### src/rtl/seq1001_tx.sv
// seq1001_tx: MSB-first serial word transmitter with a shadow overlapping-1001 counter.
// Define SEQ1001_TX_B2B_EN to accept the next word on the last-bit cycle (gapless streaming).
module seq1001_tx #(
  parameter int WIDTH = 8,
  parameter int CNT_W = 4
) (
  input  logic             clk,
  input  logic             reset,
  input  logic             load,
  input  logic [WIDTH-1:0] data,
  output logic             x,
  output logic             x_valid,
  output logic             ready,
  output logic             done,
  output logic [CNT_W-1:0] match_cnt
);
  localparam logic [1:0] IDLE = 2'd0, SHIFT = 2'd1, DONE = 2'd2;
  localparam int BW = $clog2(WIDTH);
  logic [1:0] state, state_n;
  logic [WIDTH-1:0] shreg;
  logic [BW-1:0] bitcnt;
  logic [2:0] hist;
  logic last, accept;
  assign last = state == SHIFT && bitcnt == '0;
  assign accept = load & ready;
  always_ff @(posedge clk)
    if (reset) state <= IDLE;
    else state <= state_n;
  always_comb
    state_n = state == IDLE  ? (load ? SHIFT : IDLE) :
              state == SHIFT ? (last && !accept ? DONE : SHIFT) : IDLE;
`ifdef SEQ1001_TX_B2B_EN
  logic b2b_done;
  always_ff @(posedge clk)
    if (reset) b2b_done <= 1'b0;
    else b2b_done <= last & load;
  always_comb begin
    x_valid = state == SHIFT;
    x = x_valid & shreg[WIDTH-1];
    ready = state == IDLE || last;
    done = state == DONE || b2b_done;
  end
`else
  always_comb begin
    x_valid = state == SHIFT;
    x = x_valid & shreg[WIDTH-1];
    ready = state == IDLE;
    done = state == DONE;
  end
`endif
  // history only advances on emitted bits, so a match never spans two words
  always_ff @(posedge clk)
    if (reset) begin
      shreg <= '0;
      bitcnt <= '0;
      hist <= '0;
      match_cnt <= '0;
    end else if (accept) begin
      shreg <= data;
      bitcnt <= BW'(WIDTH - 1);
      hist <= '0;
      match_cnt <= '0;
    end else if (x_valid) begin
      shreg <= {shreg[WIDTH-2:0], 1'b0};
      bitcnt <= bitcnt - BW'(1);
      hist <= {hist[1:0], x};
      if ({hist, x} == 4'b1001 && match_cnt != '1) match_cnt <= match_cnt + CNT_W'(1);
    end
endmodule

### config.mk
export PLATFORM = sky130hd
export DESIGN_NAME = seq1001_tx
export DESIGN_NICKNAME = d
export VERILOG_FILES = /design/src/rtl/seq1001_tx.sv
export SDC_FILE = /design/constraint.sdc
export NUM_CORES = 1
export LEC_CHECK = 0
export ABC_AREA = 1
export CORE_MARGIN = 5
export CORE_UTILIZATION = 48
export DETAILED_ROUTE_END_ITERATION = 8
export PLACE_DENSITY = 0.73
export SYNTH_ARGS = -nofsm -noshare
export SYNTH_HDL_FRONTEND = slang
export SYNTH_SLANG_ARGS = --single-unit
### constraint.sdc
create_clock -name clk -period 1.3 [get_ports clk]
set_input_delay 0.26 -clock clk [delete_from_list [all_inputs] [get_ports clk]]
set_output_delay 0.26 -clock clk [all_outputs]
set_load 0.005 [all_outputs]
-- Word level (Yosys, flattened, before mapping)
Index checks and enable logic that the tools add are counted.
- $add $sub $neg: 2
- eq/ne operators: 4
- mux-type cells: 8
- bitwise gates (word level): 2
- reduce and logical (&&, ||, !) cells: 9
- operators by type and width (operator ; number):
    $mux W8 ; 2
    $mux W2 ; 3
    $mux W3 ; 2
    $add A4 B1 Y4 const B ; 1
    $eq A4 B4 Y1 const B ; 1
    $ne A4 B4 Y1 const B ; 1
    $logic_and A1 B1 Y1 ; 3
    $logic_not A3 Y1 ; 1
    $sub A3 B1 Y3 const B ; 1
    $and A1 B1 Y1 ; 2
    $eq A2 B1 Y1 const B ; 1
    $eq A2 B2 Y1 const B ; 1
    $logic_not A2 Y1 ; 1
    $reduce_and A2 Y1 ; 1
    $reduce_bool A2 Y1 ; 1
    $reduce_or A2 Y1 ; 1
    $logic_not A1 Y1 ; 1
    $mux W1 ; 1
- bits in registers: 20
- bits of input ports: 11
- output and inout bits: 8
- word-level logic and storage cells: 30

-- Logic depth before layout (Yosys ltp)
- depth in word-level cells: 7
- gate-level depth with buffers: 8

-- Worst setup path after synthesis
Ideal clock, no wire load.
- path kind: flip-flop to flip-flop
- start: reg match_cnt[0]
- end: reg match_cnt[3]
- library setup time: 0.070 ns
- data arrival time: 1.048 ns
- data required time: 1.230 ns
- path slack: 0.182 ns
- cell stages (with the launch flop): 6
- path through: dfxtp_1 -> ha_1 -> nand3_1 -> nand2_1 -> nand2_1 -> a21oi_1
- longest elaborated chain between the ends: 3
- elaborated cells between the ends (all ways): 4
- those cells by class: add/sub (1); eq/ne (1); reduce/logical (2)
- RTL lines (item ; RTL line ; source):
    from (decl) ; 15 ; output logic [CNT_W-1:0] match_cnt
    from (signal assigned) ; 67 ; if ({hist, x} == 4'b1001 && match_cnt != '1) match_cnt <= match_cnt + CNT_W'(1);
    parallel branches: the longest is 3 deep, another holds $add A4 B1 Y4 ; - ;
Several ways; the timed one is not identified.
A chain may end at the register's enable or synchronous reset.

-- Worst setup path after layout
- start: reg state[1]
- end: out x_valid
- longest elaborated chain between the ends: 1
- RTL lines (item ; RTL line ; source):
    from (decl) ; 19 ; logic [1:0] state, state_n;
    from (signal assigned) ; 28 ; else state <= state_n;
    $eq A2 B1 Y1 ; 45 ; x_valid = state == SHIFT;
    to (decl) ; 12 ; output logic x_valid,
Every way passes these cells.

==> out/qor.yml <==
post-route-drc-count: 0
hold_buffers: 0
yosysWarningCount: 0
synth_fp_nets: 141
floorplan.core_area_um2: 1745
p_leak_nw: 0.5841
criticalPathCategory: "flop to output pin"
clk_root_buf: "sky130_fd_sc_hd__clkbuf_4"
timing_hold_violations_final: 0
final_layout_size_suffix_gt1_frac: 0.2250
routed_wl_mm: 2.023
htreeDepth: 1
first_global_vias: 833
drt-pass1-iter-count: 4
dr.first_iter.drc_count: 21
timing.max_slew.rel_slack: 0.8595
worstMarginPinSlew_ps: 210.2
vias_per_cell: 4.903
status: "complete, no violations"
synth.distinct_cells: 16
timing.hold.worst.class: "flop to flop"
timing.critical_path.fanout_max: 3
track_usage: 0.1703
timing.critical_path.required_ps: 1040
design.die.area_um2: 2824
worst_setup_hold_path_clk_slew_ps: 110
die_w_um: 53.14
flow.area_growth_from_synthesis_pct: 39.36
timing.final.crit_share: 0.9415
synth_cells: 127
fin_clk_skew_ps: 5.081
cts_num_sinks: 20
postLayoutCoreUtil: 0.7133
startpoint_type: "flop"
syn_avg_cell_area_um2: 7.034
synth_area_um2: 893.4
pwr_density_cell_nw_per_um2: 1148
cts_max_path_buffers: 2
tritoncts.num_buffers: 3
num_antenna_cells: 0
die_y_um: 53.14
arrival_ps: 960
tritoncts: "done"
ios: 19
worst_ir_drop_vdd_uv: 873.3
grt_first_pass_wirelength_mm: 3.477
fmax_ghz: 0.8171
final-seq-area_um2: 409.1
io_buffer_count: 18
global_route.overflow_total: 0
synth_seq_area_share: 0.4482
final.min_clock_period_ps: 1224
initial_utilization: 0.5118
drt-wirelength-per-cell_um: 10.94
post-synth-top-area-fraction: 0.4482
dpl.hpwl_mm: 1.509
drv_cap: 0
finalWeightedCongestion: 0.7620
area_occupied_by_multi_input_gates_um2: 451.7
setup.worst_path.end_class: "output pin"
pin_count_of_the_biggest_net_entering_global_routing: 16
dp_worst_setup_slack_ps: -100.8
setup_slack_ps: 76.08
final-setup-viol-count: 0
most_common_cell_after_layout_fill_and_taps_aside: "sky130_fd_sc_hd__nand2_1"
final_max_slew_viol_count: 0
grt_setup_unrepaired: "no"
netlist_top_cells_area: "sky130_fd_sc_hd__dfxtp_1 45%, sky130_fd_sc_hd__nand2_1 18%, sky130_fd_sc_hd__a21oi_1 9.5%"
antenna_found_initial: 0
mostFrequentLayoutCells: "42 x sky130_fd_sc_hd__nand2_1, 17 x sky130_fd_sc_hd__a21oi_1, 15 x sky130_fd_sc_hd__dfxtp_1"
route.antenna.remaining_nets: 0
fillCellCount: 158
routed-via-count: 907
synth.ff_latch_count: 20
synth_area_leader_cell: "sky130_fd_sc_hd__dfxtp_1"
num_rows: 15
clk-insertion-delay-late_ps: 300
final_net_count: 175
[critical path, cell delays in order (launching register included)]
cell and delay [ps]:
sky130_fd_sc_hd__dfxtp_2 350, sky130_fd_sc_hd__inv_2 80, sky130_fd_sc_hd__nand2_2 80, sky130_fd_sc_hd__inv_2 60, sky130_fd_sc_hd__clkbuf_2 100
[power breakdown]
group / internal [mW] / switching, mW / leakage [nW]
combinational: 0.113 / 0.134 / 0.390
sequential: 0.651 / 0.0255 / 0.166
clock: 0.311 / 0.195 / 0.0279
total: 1.07 / 0.355 / 0.584
[registers in the layout, indices dropped and copies added (netlist names)]
register and cells:
shreg 8, bitcnt 3, state 2, match_cnt 4
hist 3
[Yosys cell counts]
| cell type | n |
|---|---|
| sky130_fd_sc_hd__nand2_1 | 43 |
| sky130_fd_sc_hd__dfxtp_1 | 20 |
| sky130_fd_sc_hd__a21oi_1 | 17 |
| sky130_fd_sc_hd__nor2_1 | 14 |
| sky130_fd_sc_hd__inv_1 | 9 |
| sky130_fd_sc_hd__nand3_1 | 8 |
| sky130_fd_sc_hd__o21ai_0 | 4 |
| sky130_fd_sc_hd__ha_1 | 3 |
| sky130_fd_sc_hd__inv_2 | 2 |
| sky130_fd_sc_hd__clkbuf_1 | 1 |
| sky130_fd_sc_hd__clkbuf_8 | 1 |
| sky130_fd_sc_hd__nand2_2 | 1 |
| sky130_fd_sc_hd__nand4_1 | 1 |
| sky130_fd_sc_hd__nor2_4 | 1 |
| sky130_fd_sc_hd__nor3_1 | 1 |
| sky130_fd_sc_hd__xor2_1 | 1 |
[final cells by class]
class                      instances  share of cell area
sequential                        20              0.3286
multi-input combinational         94              0.3628
inverter                          11             0.03518
timing repair buffer              31              0.2060
clock inverter                     1             0.02412
clock buffer                       3             0.01809
tap                               25             0.02513
[metal layers]
metal | wire length (um) | vias to the layer above | track usage
met2 | 1090 | 27 | 0.3244
met4 | 14 | 0 | 0.06383
met5 | 0 | - | 0
met3 | 82 | 2 | 0.02535
met1 | 835 | 406 | 0.1859
li1 | - | 472 | -
[cell families (layout without fill, tap and decap cells)]
| kind of cell | Yosys count | count (layout) | share of synthesized area |
|---|---|---|---|
| flip-flops | 20 | 20 | 0.4482 |
| adder cells (fa/ha/maj) | 3 | 3 | 0.04202 |
| buffers and inverters | 13 | 46 | 0.06582 |
| XOR/XNOR | 1 | 1 | 0.009806 |
| AND/OR/NAND/NOR | 69 | 69 | 0.3165 |
| AO/OA/AOI/OAI | 21 | 21 | 0.1176 |
[per-stage QoR]
step | hold WS (ps) | instance area, um^2 | power (mW) | instances | TNS [ps]
2_1_floorplan | 338.0 | 893.4 | 0.8241 | 127 | 0
3_3_place_gp | 457.9 | 1162 | 0.9179 | 178 | -123.5
3_5_place_dp | 457.3 | 1162 | 0.9274 | 178 | -462.6
4_1_cts | 474.7 | 1245 | 1.431 | 185 | 0
5_1_grt | 511.0 | 1245 | 1.506 | 185 | 0
6_report | 476.1 | 1245 | 1.429 | 185 | 0
[timing repair]
action,CTS,global route
setup buffers,3,0
gates resized for setup,23,9
setup endpoints to repair,8,8
hold endpoints to repair,0,0
[worst paths after layout]
path,startpoint,endpoint,slack (ps),cells after the start
worst max register to register,state[0]$_SDFF_PP0_,shreg[2]$_SDFFE_PP0P_,120,7
worst min register to register,shreg[0]$_SDFFE_PP0P_,shreg[0]$_SDFFE_PP0P_,480,2
worst min-delay path,shreg[0]$_SDFFE_PP0P_,shreg[0]$_SDFFE_PP0P_,480,2
worst max-delay path,state[1]$_SDFF_PP0_,x_valid,80,4
Power figures use the tool's default switching activity.
==> RTL change 1, RTL diff (same settings) <==
`WIDTH`: 8 -> 16.
--- a/src/rtl/seq1001_tx.sv
+++ b/src/rtl/seq1001_tx.sv
@@ -2,5 +2,5 @@
 // Define SEQ1001_TX_B2B_EN to accept the next word on the last-bit cycle (gapless streaming).
 module seq1001_tx #(
-  parameter int WIDTH = 8,
+  parameter int WIDTH = 16,
   parameter int CNT_W = 4
 ) (
Interface: changed (resized data); port bits go from 19 to 27. The function was not compared with the original's and may differ.
==> RTL change 1 against the unedited design <==
Synthesized area grew 44%. Largest power group unchanged. Sequential cell count grew 9. Critical path type unchanged. Clock skew grew 0.0020 ns. Critical endpoint unchanged. Total power grew 57%. Sequential power grew 51%. Largest cell class unchanged. Hold slack lost 0.0086 ns. Final cell count grew 44%. Count of clock-buffer cells in the layout grew 2. Routed wire length grew 79%. Worst setup slack lost 0.21 ns. Fmax shrank 15%. The flow now finishes with violations (negative setup slack). Design area grew 57%.
==> RTL change 1: results <==
clocking:
  cts_buffer_depth: 2
  clock_latency_ns: 0.34
  numCtsBuffers: 5
  hold_buffers: 0
  cts.htree.levels: 2
global_route:
  track_usage_pct: 19.81
  grt_max_degree: 17
  grt_pass1_wl_mm: 5.471
  first_global_vias: 1313
outcome:
  status: "finished with violations"
  failed_checks: "negative setup slack"
power_and_ir_drop:
  leakagePower_nw: 0.8283
  switchingPower_mw: 0.7289
  vdd.ir_drop.worst_mv: 0.8748
logic_synthesis:
  syn-mean-instance-area_um2: 7.153
  synth_area_leaders: "dfxtp_1 45%, nand2_1 21%, a31oi_1 7.3%"
  yosys-top-cells-count: "71 x nand2_1, 29 x dfxtp_1, 15 x a31oi_1"
  seq_area_frac_synth_pct: 45.09
  syn_nets: 202
  synthDistinctLibCells: 21
  async_flop_share_pct: 0
placed_design:
  place_hpwl_mm: 2.245
  gp_congestion: 0.7754
  dp.cells: 245
  pre_cts_slack_ns: -0.1087
  port-buffer-count: 26
min_path:
  min_path_type: "in2reg"
final_layout:
  reg.largest.list: "shreg: 16 flops, bitcnt: 4 flops, match_cnt: 4 flops"
  fin_cells: 267
  fill_cells: 183
  final_nets: 258
  drive_gt1_share_pct: 27.85
sta:
  finalSetupTns_ns: -0.8817
  setup_ws_ns: -0.1352
  worstMarginPinSlew_ns: 0.2256
  fin_worst_skew_ns: 0.007072
  setup_viol: 22
detailed_routing:
  num_vias: 1381
  wl_met3_um: 159
  wirelength_met1_mm: 1.463
  wl_per_cell_um: 13.56
  routed-wl-met2_mm: 1.876
  drtIter0Drc: 56
critical_path:
  arrival_ns: 1.18
## RTL change 1: metrics by stage
stage / hold WS (ns) / area [µm²]
final: 0.4675 / 1954
after global routing: 0.4673 / 1954
after CTS: 0.4670 / 1852
after detailed placement: 0.4600 / 1694
after global placement: 0.4536 / 1694
after floorplan: 0.4027 / 1287
## RTL change 1: power groups by stage
stage	sequential [mW]	combinational [mW]	clock, mW
6_report	1.02	0.681	0.552
3_5_place_dp	1.04	0.518	0
4_1_cts	1.01	0.581	0.555
5_1_grt	1.03	0.744	0.600
3_3_place_gp	1.04	0.502	0
2_1_floorplan	1.03	0.283	0
## RTL change 1: worst paths after layout
| kind | start | slack, ns | to | depth (start not counted) |
|---|---|---|---|---|
| max | state[0]$_SDFF_PP0_ | -0.14 | x_valid | 5 |
| min reg2reg | shreg[0]$_SDFFE_PP0P_ | 0.48 | shreg[0]$_SDFFE_PP0P_ | 2 |
| min | data[7] | 0.47 | shreg[7]$_SDFFE_PP0P_ | 3 |
| max reg2reg | state[0]$_SDFF_PP0_ | -0.08 | bitcnt[2]$_SDFFE_PP0P_ | 11 |
## RTL change 1: repair_timing
item	4_1_cts	5_1_grt
cloned	0	1
pin swaps	0	3
resized for setup	38	24
setup endpoints to repair	28	31
buffers inserted	9	4
## RTL change 1: cell families (layout without fill, tap and decap cells)
logic type	count (synthesis)	after routing	synth area share (%)
adder cells (fa/ha/maj)	3	3	2.916
buffers and inverters	22	79	7.872
AND/OR/NAND/NOR	98	98	31.00
AO/OA/AOI/OAI	27	27	12.44
flip-flops	29	29	45.09
XOR/XNOR	1	1	0.6804
## RTL change 1: final cells by class
cell class | count | share of cell area, %
timing repair buffer | 55 | 26.70
sequential | 29 | 30.47
multi-input combinational | 129 | 34.38
tap | 30 | 1.921
clock inverter | 3 | 0.8963
clock buffer | 5 | 1.921
inverter | 16 | 3.713
## RTL change 1: worst max-delay path, cell delays in order, from the launching register on
cell	delay [ns]
dfxtp_4	0.37
buf_6	0.10
buf_6	0.09
inv_4	0.03
nor2_4	0.10
buf_2	0.13
## RTL change 1: per-layer routing
metal | vias to the layer above | GRT usage, %
li1 | 696 | -
met1 | 629 | 20.15
met2 | 41 | 35.28
met3 | 15 | 6.818
met4 | 0 | 10.91
met5 | - | 0
==> RTL change 2, RTL diff (same settings) <==
Made on the original files. Register the output `match_cnt` once more, cleared by the reset; this adds one clock of latency there. The other outputs are not delayed to match.
--- a/src/rtl/seq1001_tx.sv
+++ b/src/rtl/seq1001_tx.sv
@@ -17,4 +17,6 @@
   localparam logic [1:0] IDLE = 2'd0, SHIFT = 2'd1, DONE = 2'd2;
   localparam int BW = $clog2(WIDTH);
+
+  logic [CNT_W-1:0] match_cnt_s0;
   logic [1:0] state, state_n;
   logic [WIDTH-1:0] shreg;
@@ -55,16 +57,24 @@
       bitcnt <= '0;
       hist <= '0;
-      match_cnt <= '0;
+      match_cnt_s0 <= '0;
     end else if (accept) begin
       shreg <= data;
       bitcnt <= BW'(WIDTH - 1);
       hist <= '0;
-      match_cnt <= '0;
+      match_cnt_s0 <= '0;
     end else if (x_valid) begin
       shreg <= {shreg[WIDTH-2:0], 1'b0};
       bitcnt <= bitcnt - BW'(1);
       hist <= {hist[1:0], x};
-      if ({hist, x} == 4'b1001 && match_cnt != '1) match_cnt <= match_cnt + CNT_W'(1);
+      if ({hist, x} == 4'b1001 && match_cnt_s0 != '1) match_cnt_s0 <= match_cnt_s0 + CNT_W'(1);
     end
+  always_ff @(posedge clk) begin
+    if (reset) begin
+      match_cnt <= '0;
+    end else begin
+      match_cnt <= match_cnt_s0;
+    end
+  end
+
 endmodule
 
Formal check against the unedited RTL: not equivalent (a bounded check fails within 10 cycles, from zero or initial values and one cycle with reset high).
==> RTL change 2 against the unedited design <==
Worst setup slack lost 0.0016 ns. Sequential share of layout area rose by 4.8 points. Count of clock-buffer cells in the layout grew 1. Synthesized area up 11%. Total power shrank 1.4%. Combinational power decreased by 7%. Sequential cell count is 4 higher. Design area is 4.1% higher. Routed wire length grew 1.8%. Largest cell class is now sequential cells.
==> RTL change 2: results <==
outcome:
  status: "completed"
placed_design:
  port-buffer-count: 18
  pre_cts_slack_ns: -0.03432
  place_area_um2: 1261
  place_hpwl_mm: 1.560
  gp_congestion: 0.7295
logic_synthesis:
  synth-main-ff-cell: "dfxtp_1"
  yosys_warnings: 0
  seq_area_frac_synth_pct: 48.67
  yosys-top-cells-count: "39 x nand2_1, 24 x dfxtp_1, 13 x inv_1, 13 x nor2_1"
  synthDistinctLibCells: 19
  synthCells: 134
  synth_area_leaders: "dfxtp_1 49%, nand2_1 15%, inv_1 4.9%"
  syn_nets: 148
detailed_routing:
  routed-wl-met2_mm: 1.003
  highest-signal-layer: "met4"
  wirelength_met1_um: 935
  wl_met3_um: 86
  viasPerCell: 4.932
  wl_mm: 2.060
critical_path:
  r2r_end: "match_cnt_s0[0]$_SDFFE_PP0P_"
  crit_path_max_incr_delay_ns: 0.35
  ff2ff_path_depth: 6
  slowest_stage: "dfxtp_2"
  critPathMaxFanout: 4
  arrival_ns: 0.97
  cp_top_family: "flip-flops"
  r2r_start: "match_cnt_s0[0]$_SDFFE_PP0P_"
global_route:
  grt_max_degree: 14
  antenna_found_initial: 0
  grt_pass1_wl_mm: 3.491
  first_global_vias: 859
  track_usage_pct: 13.83
sta:
  finalCritPeriodShare_pct: 94.27
  worstMarginPinSlew_ns: 0.2187
  hold_ws_ns: 0.4705
  fin_worst_skew_ns: 0.0008976
final_layout:
  drive_gt1_share_pct: 20.25
  fill_cells: 188
  reg.largest.list: "shreg: 8 flops, match_cnt: 4 flops, match_cnt_s0: 4 flops"
  fin_cells: 190
  final_nets: 178
clocking:
  cts_buffer_depth: 2
  postCtsSetupBuffers: 0
  clock_latency_ns: 0.31
  root_buffer: "clkbuf_4"
  cts.htree.levels: 1
  path_clk_slew_ns: 0.12
  numCtsBuffers: 3
min_path:
  hold_path_depth: 2
  hold_start: "shreg[0]$_SDFFE_PP0P_"
  min_path_type: "reg2reg"
  hold_path_end: "shreg[0]$_SDFFE_PP0P_"
power_and_ir_drop:
  switching_share_pct: 25.36
  vdd.ir_drop.worst_mv: 0.7554
  leakagePower_nw: 0.5643
-- RTL change 2: cell count changes in the layout (fill, tap and decap cells not counted), moves of 3 or more --
| cell | change |
|---|---|
| a21oi_1 | -10 |
| a31oi_1 | +7 |
| dfxtp_1 | +5 |
| inv_1 | +4 |
| buf_4 | -3 |
| nand2_1 | -3 |
-- RTL change 2: power groups by stage --
stage / logic (mW) / clock network, mW / registers [mW]
6_report: 0.230 / 0.385 / 0.795
5_1_grt: 0.259 / 0.423 / 0.801
4_1_cts: 0.230 / 0.397 / 0.795
3_5_place_dp: 0.235 / 0 / 0.809
3_3_place_gp: 0.227 / 0 / 0.807
2_1_floorplan: 0.127 / 0 / 0.804
-- RTL change 2: timing repair --
item	in CTS	in global routing
gates resized for setup	23	6
setup endpoints to repair	8	6
hold buffers	0	0
-- RTL change 2: logic make-up after synthesis --
family | Yosys count | share of synthesized area, %
DFF | 24 | 48.67
buffers and inverters | 20 | 7.985
adders and majority gates | 3 | 3.803
AOI/OAI and AO/OA | 22 | 12.04
and+or+nand+nor | 64 | 26.62
xor gates and xnor gates | 1 | 0.8874
-- RTL change 2: layer usage --
metal  track usage, %  up-vias
met5                0        -
li1                 -      481
met3            3.730        6
met4            6.597        0
met2            23.99       28
met1            15.50      422
-- RTL change 2: worst reg2reg max path: stages, from the launching register on --
cell and delay [ns]:
dfxtp_2 0.39, ha_1 0.19, nand3_1 0.15, nand2_2 0.15, clkinv_1 0.09, nor2_1 0.09, nor2_1 0.05
-- RTL change 2: cell type report --
cell class	count	area [µm²]	area share, %
flip-flops and latches	24	488.0	37.64
inverters	17	63.81	4.923
repair buffers	28	234.0	18.05
clock buffers	4	36.28	2.799
well taps	27	33.78	2.606
multi-input cells	90	440.4	33.98
-- RTL change 2: worst max-delay path by stage --
stage,startpoint,to,cells past startpoint
6_report,state[1]$_SDFF_PP0_,x_valid,4
5_1_grt,state[1]$_SDFF_PP0_,x,4
4_1_cts,state[0]$_SDFF_PP0_,ready,2
3_5_place_dp,load,shreg[2]$_SDFFE_PP0P_,5
3_3_place_gp,state[0]$_SDFF_PP0_,x,3
2_1_floorplan,match_cnt_s0[0]$_SDFFE_PP0P_,match_cnt_s0[0]$_SDFFE_PP0P_,6
